**src/rtl/de_pkg.sv**
```systemverilog
// Shared definitions for the forward-difference polynomial engine:
// FSM state encoding and coefficient-index sizing.
package de_pkg;

  localparam int MAX_ORDER = 7;
  localparam int IDX_W     = 3;

  typedef enum logic [1:0] {
    IDLE = 2'd0,
    INIT = 2'd1,
    STEP = 2'd2,
    DONE = 2'd3
  } state_e;

endpackage

```
**src/rtl/de_lane.sv**
```systemverilog
// One difference lane: unsigned WIDTH-bit add that also reports the carry-out,
// which the top level folds into the per-run overflow flag.
module de_lane #(
  parameter int WIDTH = 32
) (
  input  logic [WIDTH-1:0] a,
  input  logic [WIDTH-1:0] b,
  output logic [WIDTH-1:0] sum,
  output logic             carry
);

  assign {carry, sum} = {1'b0, a} + {1'b0, b};

endmodule

```
**src/rtl/poly_diff_engine.sv**
```systemverilog
// Evaluates a polynomial of order ORDER at integer points by repeated forward
// differencing, starting from the initial differences D[0..ORDER] held in registers.
module poly_diff_engine
  import de_pkg::*;
#(
  parameter int WIDTH = 32,
  parameter int ORDER = 3,
  parameter int NW    = 6
) (
  input  logic             clk,
  input  logic             reset_n,
  input  logic             start,
  input  logic [NW-1:0]    n,
  input  logic             stream,
  input  logic             coef_we,
  input  logic [IDX_W-1:0] coef_idx,
  input  logic [WIDTH-1:0] coef_data,
  output logic             ready,
  output logic [WIDTH-1:0] data_out,
  output logic             out_valid,
  output logic             done_tick,
  output logic             overflow
);

  state_e state_q, state_d;

  logic [NW-1:0]    n_q, n_d;
  logic [NW-1:0]    cnt_q, cnt_d;
  logic [NW-1:0]    cnt_inc;
  logic             stream_q, stream_d;
  logic             ovf_q, ovf_d;
  logic [WIDTH-1:0] d_q [ORDER+1];
  logic [WIDTH-1:0] d_d [ORDER+1];
  logic [WIDTH-1:0] w_q [ORDER+1];
  logic [WIDTH-1:0] w_d [ORDER+1];

  logic [WIDTH-1:0] lane_sum [ORDER];
  logic [ORDER-1:0] lane_carry;

  assign cnt_inc = cnt_q + 1'b1;

  // Lane i adds the next-higher difference into W[i]; W[ORDER] never changes in a run.
  for (genvar i = 0; i < ORDER; i++) begin : g_lane
    de_lane #(.WIDTH(WIDTH)) u_lane (
      .a     (w_q[i]),
      .b     (w_q[i+1]),
      .sum   (lane_sum[i]),
      .carry (lane_carry[i])
    );
  end

  always_ff @(posedge clk or negedge reset_n) begin
    if (!reset_n) begin
      state_q <= IDLE;
    end else begin
      state_q <= state_d;
    end
  end

  always_comb begin
    state_d = state_q;
    case (state_q)
      IDLE: if (start) state_d = INIT;
      INIT: state_d = (n_q == '0) ? DONE : STEP;
      STEP: if (cnt_inc == n_q) state_d = DONE;
      DONE: state_d = IDLE;
      default: state_d = IDLE;
    endcase
  end

  always_comb begin
    ready     = (state_q == IDLE);
    done_tick = (state_q == DONE);
    out_valid = stream_q && ((state_q == STEP) || (state_q == DONE));
    data_out  = w_q[0];
    overflow  = ovf_q;
  end

  // The working copy is taken on the start-sampling edge, so coefficient writes
  // made at or after that edge only reach later runs.
  always_comb begin
    n_d      = n_q;
    stream_d = stream_q;
    cnt_d    = cnt_q;
    ovf_d    = ovf_q;
    d_d      = d_q;
    w_d      = w_q;

    for (int i = 0; i <= ORDER; i++) begin
      if (coef_we && (coef_idx == IDX_W'(i))) d_d[i] = coef_data;
    end

    case (state_q)
      IDLE: begin
        if (start) begin
          n_d      = n;
          stream_d = stream;
          cnt_d    = '0;
          ovf_d    = 1'b0;
          for (int i = 0; i <= ORDER; i++) w_d[i] = d_q[i];
        end
      end
      STEP: begin
        for (int i = 0; i < ORDER; i++) w_d[i] = lane_sum[i];
        cnt_d = cnt_inc;
        if (|lane_carry) ovf_d = 1'b1;
      end
      default: ;
    endcase
  end

  always_ff @(posedge clk or negedge reset_n) begin
    if (!reset_n) begin
      n_q      <= '0;
      stream_q <= 1'b0;
      cnt_q    <= '0;
      ovf_q    <= 1'b0;
      d_q      <= '{default: '0};
      w_q      <= '{default: '0};
    end else begin
      n_q      <= n_d;
      stream_q <= stream_d;
      cnt_q    <= cnt_d;
      ovf_q    <= ovf_d;
      d_q      <= d_d;
      w_q      <= w_d;
    end
  end

endmodule

```
**config.mk**
```make
export PLATFORM = sky130hd
export DESIGN_NAME = poly_diff_engine
export DESIGN_NICKNAME = d
export VERILOG_FILES = /design/src/rtl/de_pkg.sv /design/src/rtl/de_lane.sv /design/src/rtl/poly_diff_engine.sv
export SDC_FILE = /design/constraint.sdc
export NUM_CORES = 1
export LEC_CHECK = 0
export ABC_AREA = 1
export BUFFER_PORTS_ARGS = -buffer_cell sky130_fd_sc_hd__buf_4
export CAP_MARGIN = 25
export CORE_ASPECT_RATIO = 0.6
export CORE_MARGIN = 2
export CORE_UTILIZATION = 45
export CTS_CLUSTER_SIZE = 10
export DETAILED_ROUTE_END_ITERATION = 7
export PLACE_DENSITY = 0.66
export SYNTH_ARGS = -nofsm -noshare
export SYNTH_HDL_FRONTEND = slang
export SYNTH_SLANG_ARGS = --single-unit
export TNS_END_PERCENT = 10
```
**constraint.sdc**
```tcl
create_clock -name clk -period 2.5 [get_ports clk]
set_input_delay 0 -clock clk [delete_from_list [all_inputs] [get_ports clk]]
set_output_delay 0 -clock clk [all_outputs]
set_load 0.005 [all_outputs]
```
# Word level (Yosys, flattened, before mapping)
# Cells that the tools add are included.
# op_classes
n_addsub	4
n_mul	0
shift	0
mux	11
n_lt_le_gt_ge	0
n_eq_ne	10
n_reduce_logical	15
div	0
n_bitwise	0
# ops
op	count
$pmux W96 S2	1
$mux W128	1
$add A32 B32 Y33	3
$pmux W6 S2	1
$pmux W2 S4	1
$add A6 B1 Y6 const B	1
$eq A3 B2 Y1 const B	2
$eq A6 B6 Y1	1
$logic_not A6 Y1	1
$mux W6	1
$reduce_and A2 Y1	3
$logic_and A1 B1 Y1	5
$eq A2 B2 Y1 const B	2
$mux W2	2
$ne A2 B2 Y1 const B	2
$eq A3 B1 Y1 const B	1
$logic_not A3 Y1	1
$mux W1	3
$reduce_and A3 Y1	1
$reduce_or A3 Y1	1
$eq A2 B1 Y1 const B	1
$logic_not A2 Y1	1
$ne A2 B1 Y1 const B	1
$pmux W1 S2	1
other kinds (2)	2
# totals
elab_cells	53
inputBits	46
mem_bits_rw	0
register_bits	272
out_inout_bits	36
latch_bits	0
mem_bits_ro	0
n_memories	0

# Depth between registers and ports, before layout
# depth
word_depth	4
mapped_depth	16
ltp_nobuf	16

# Hierarchy
# A second synthesis with hierarchy kept.
# hier_totals
hier_cells	2704
hier_area_um2	18709.2
# modules_own_cells
module	area_each_um2	instances	cells_each	seq_area_each_um2
poly_diff_engine	11442.2	1	1192	6806.5
de_lane at g_lane[0].u_lane ...	2423.6	2	505	0.0
de_lane at g_lane[2].u_lane	2419.8	1	502	0.0

# Least setup slack after synthesis
# OpenSTA, ideal clock, no wires.
# synth_path
kind	reg-to-reg
from	register w_q[64] (netlist bit)
to	register w_q[82] (netlist bit)
required_ps	2378
slack_ps	552
path_buffers	0
setup_time_ps	122
path_stages_with_launch	14
arrival_ps	1826
synth_period_minus_slack_ps	1948
cell_sequence	dfrtp_1 -> ha_1 -> fa_1 -> nand2_1 -> nand2_1 -> nand3b_1 -> nand2_1 -> nand2_1 -> nand2_1 -> nand2_1 -> nand2_1 -> or2_1 -> nand2_1 -> a21oi_1
# synth_via
elab_chain_cells	2
# synth_rtl
item	line	source
start: declaration	poly_diff_engine.sv:34	logic [WIDTH-1:0] w_q [ORDER+1];
start signal: assignment	poly_diff_engine.sv:126	w_q <= w_d;
$add A32 B32 Y33	de_lane.sv:12	assign {carry, sum} = {1'b0, a} + {1'b0, b};
$pmux W96 S2	poly_diff_engine.sv:93	case (state_q)
# No other way between the ends.
# A chain may end at the register's enable or synchronous reset.

# Worst setup path after layout
# layout_path
from	register w_q[64] (netlist bit)
to	register w_q[92] (netlist bit)
# The elaborated chain is that of the path after synthesis.

==> results.sh <==
export IMPL_drc=0
export IMPL_required_ps=3010
export IMPL_synth_edf_count=0
export IMPL_num_vias=16400
export IMPL_cp_arrival_ps=2850
export IMPL_antennaDiodeCount=0
export IMPL_htree_levels=1
export IMPL_ioPinCount=82
export IMPL_cp_max_fo=4
export IMPL_totalWireLength_mm=56.25
export IMPL_drv_slew=0
export IMPL_initial_core_util_pct=45.81
export IMPL_synthMuxAreaShare_pct=2.407
export IMPL_switching_share_pct=52.10
export IMPL_synth_cells=2412
export IMPL_grt_pass1_wl_mm=87.64
export IMPL_first_global_vias=15160
export IMPL_dpl_hpwl_mm=40.75
export IMPL_rsz0062_at_grt="false"
export IMPL_fmax_mhz=426.4
export IMPL_reg2reg_from="w_q[64]$_DFFE_PN0P_"
export IMPL_end_kind="flop"
export IMPL_gp_congestion=1.005
export IMPL_die_x_um=257.2
export IMPL_wl_per_cell_um=18.51
export IMPL_synth_top_family_by_area="simple AND/OR/NAND/NOR gates"
export IMPL_synthSimpleGateAreaFrac_pct=26.32
export IMPL_combPwrFrac_pct=63.3
export IMPL_clock_skew_final_ps=13.12
export IMPL_core_area_um2=37780
export IMPL_cts_buffers_inserted=31
export IMPL_die_y_um=155.9
export IMPL_postCtsSetupBuffers=0
export IMPL_synth_yosys_seq_area_share_pct=39.33
export IMPL_firstDrtPassIters=6
export IMPL_synthToLayoutAreaGrowth_pct=14.34
export IMPL_globalRouteOverflowTotal=0
export IMPL_outcome="finished clean"
export IMPL_ys_types=43
export IMPL_syn_area_um2=17310
export IMPL_fin_setup_tns_ps=0
export IMPL_period_minus_slack_ps=2345
export IMPL_fin_cells=3039
export IMPL_hold_class="primary input to asynchronous set/reset pin"
export IMPL_worstMarginPinSlew_ps=714.1
export IMPL_synth_compound_area_share_pct=15.76
export IMPL_portBuffers=81
export IMPL_clockPowerShare_pct=12.9
export IMPL_die_area_um2=40090
export IMPL_synth_xor_area_share_pct=0.7519
export IMPL_internal_power_mw=15.09
export IMPL_fin_nets=2670
export IMPL_drive_above_1_share_pct=8.036
export IMPL_syn_mean_instance_area_um2=7.175
export IMPL_synth_fa_ha_area_share_pct=7.649
export IMPL_nFillCells=3757
export IMPL_p_leak_nw=10.22
export IMPL_seqPwrFrac_pct=23.8
export IMPL_async_reset_ff_share_pct=100.0
export IMPL_ys_ff_latch=272
export IMPL_cts_root_buf="clkbuf_16"
export IMPL_clockBufferDepth=3
export IMPL_crit_path_start_kind="flop"
export IMPL_ys_warn_count=0
export IMPL_vias_per_cell=5.397
export IMPL_track_usage_pct=28.05
export IMPL_switching_power_mw=16.41
export IMPL_crit_type="flop to flop"
export IMPL_path_clk_slew_ps=60
export IMPL_cts_sinks=272
export IMPL_final_setup_viol_count=0
export IMPL_synth_flop_cell="dfrtp_1"
export IMPL_clk_latency_ps=580
export IMPL_crit_start="w_q[64]$_DFFE_PN0P_"
export IMPL_pwr_density_cell_nw_per_um2=1592
export IMPL_max_vdd_ir_drop_mv=1.028
export IMPL_synthesis_nets=2562
export IMPL_relSlewSlack_pct=52.39
export IMPL_finalCritPeriodShare_pct=93.81
export IMPL_drtIter0Drc=1745
export IMPL_cts_tree="yes"
export IMPL_grt_max_degree=107
export IMPL_cap_violations=0
export IMPL_antenna_found_initial=1
export IMPL_ant_nets=0
export IMPL_dp_cells=2958
export IMPL_hold_viol_final=0
export IMPL_rows=55
-- Yosys cell counts, types with 4 or more instances --
master | instances | area, um^2
a21oi_2 | 5 | 43.79
mux2_2 | 37 | 416.7
a22oi_1 | 5 | 37.54
a21oi_1 | 294 | 1471
nor3_1 | 9 | 45.04
nand3_1 | 115 | 575.6
nand3b_1 | 23 | 172.7
o21bai_1 | 12 | 90.09
o21ai_0 | 184 | 920.9
nand3_2 | 4 | 40.04
nand2_1 | 698 | 2620
xor2_1 | 11 | 96.34
o21a_1 | 4 | 30.03
buf_6 | 4 | 45.04
nand2_2 | 7 | 43.79
a21o_1 | 5 | 37.54
nor2_1 | 249 | 934.7
ha_1 | 101 | 1264
buf_4 | 4 | 30.03
clkbuf_1 | 34 | 127.6
nor4_1 | 5 | 31.28
inv_1 | 267 | 1002
o21ai_1 | 6 | 30.03
buf_2 | 24 | 120.1
dfrtp_1 | 272 | 6807
-- repair_timing --
action                                  4_1_cts  5_1_grt
endpoints found under the setup margin        0        2
hold buffers                                 42        0
gates resized for setup                       0        2
hold endpoints to repair                    411        0
-- flip-flops by register name, summed over array words and instances, names as in the netlist --
name and cells:
cnt_q 6, d_q 128, data_out 32, n_q 6, overflow 1, state_q 2, stream_q 1, w_q 96
-- cell usage in the layout (no fill, tap or decap), types with 10 or more instances in the layout --
cell type and n:
inv_1 267, nand3b_1 23, a21oi_1 294, nor2_1 248, o21bai_1 12, nand2_1 695
dfrtp_1 272, dlygate4sd3_1 41, buf_4 92, nand3_1 115, xor2_1 11, clkbuf_16 31
ha_1 100, nand2_2 10, mux2_2 37, o21ai_0 184
-- path summary, 6_finish.rpt --
| path | slack [ps] | to | cells after the start |
|---|---|---|---|
| setup / recovery | 150 | w_q[92]$_DFFE_PN0P_ | 13 |
| hold / removal | 10 | data_out[29]$_DFFE_PN0P_ | 3 |
| setup reg to reg | 150 | w_q[92]$_DFFE_PN0P_ | 13 |
| hold reg to reg | 480 | d_q[11]$_DFFE_PN0P_ | 2 |
| max in group asynchronous | 1870 | w_q[69]$_DFFE_PN0P_ | 3 |
| min in group clk | 160 | d_q[8]$_DFFE_PN0P_ | 5 |
-- worst max-delay path, cell delays in order (launching register included) --
cell     delay, ps
dfrtp_1        400
ha_1           250
fa_1           400
nand2_1        110
nand2_1        100
nand3_1        100
nand2_1        150
nand2_1        100
nand2_1        140
nand2_1        150
nand2_1         60
nand2_1         50
nand3_1        100
a21oi_1        160
-- per-layer routing --
layer	vias up	wire length, um	global-route usage [%]
met5	-	12	0
met1	7697	28190	43.98
met4	2	1021	4.928
met3	63	4611	5.734
li1	8053	-	-
met2	585	22410	39.58
-- area by class of cell --
class	instances	area [um^2]	area share (%)
Multi-Input combinational cell	1801	9170	46.34
Sequential cell	272	6807	34.40
Timing Repair Buffer	144	1324	6.689
Inverter	270	1015	5.128
Clock buffer	38	812.0	4.103
Tap cell	513	641.9	3.244
Clock inverter	1	20.02	0.1012
-- cell families after synthesis --
group,count (synthesis)
AOI/OAI and AO/OA,523
xor gates and xnor gates,14
adders and majority gates,104
buffers and inverters,339
DFF,272
muxes,37
and+or+nand+nor,1123
-- power by group through the flow --
stage | clock [mW] | combinational [mW] | sequential (mW)
floorplan | 0 | 14.0 | 6.94
global placement | 0 | 19.1 | 7.51
detailed placement | 0 | 19.3 | 7.56
CTS | 4.15 | 19.5 | 7.51
global route | 4.33 | 22.4 | 7.67
finish | 4.06 | 19.9 | 7.51
-- through the flow --
step	cell area (um^2)	total power [mW]	hold WS [ps]	setup slack [ps]	util (%)
global placement	18510	26.65	-79.26	278.3	49.00
detailed placement	18510	26.91	-74.59	214.8	49.00
finish	19790	31.50	11.27	154.6	52.38
floorplan	17310	20.95	-295.6	552.1	-
CTS	19780	31.18	10.55	213.3	52.37
global route	19790	34.43	22.33	16.30	52.38
No activity file was read; power rests on OpenSTA's default activity.
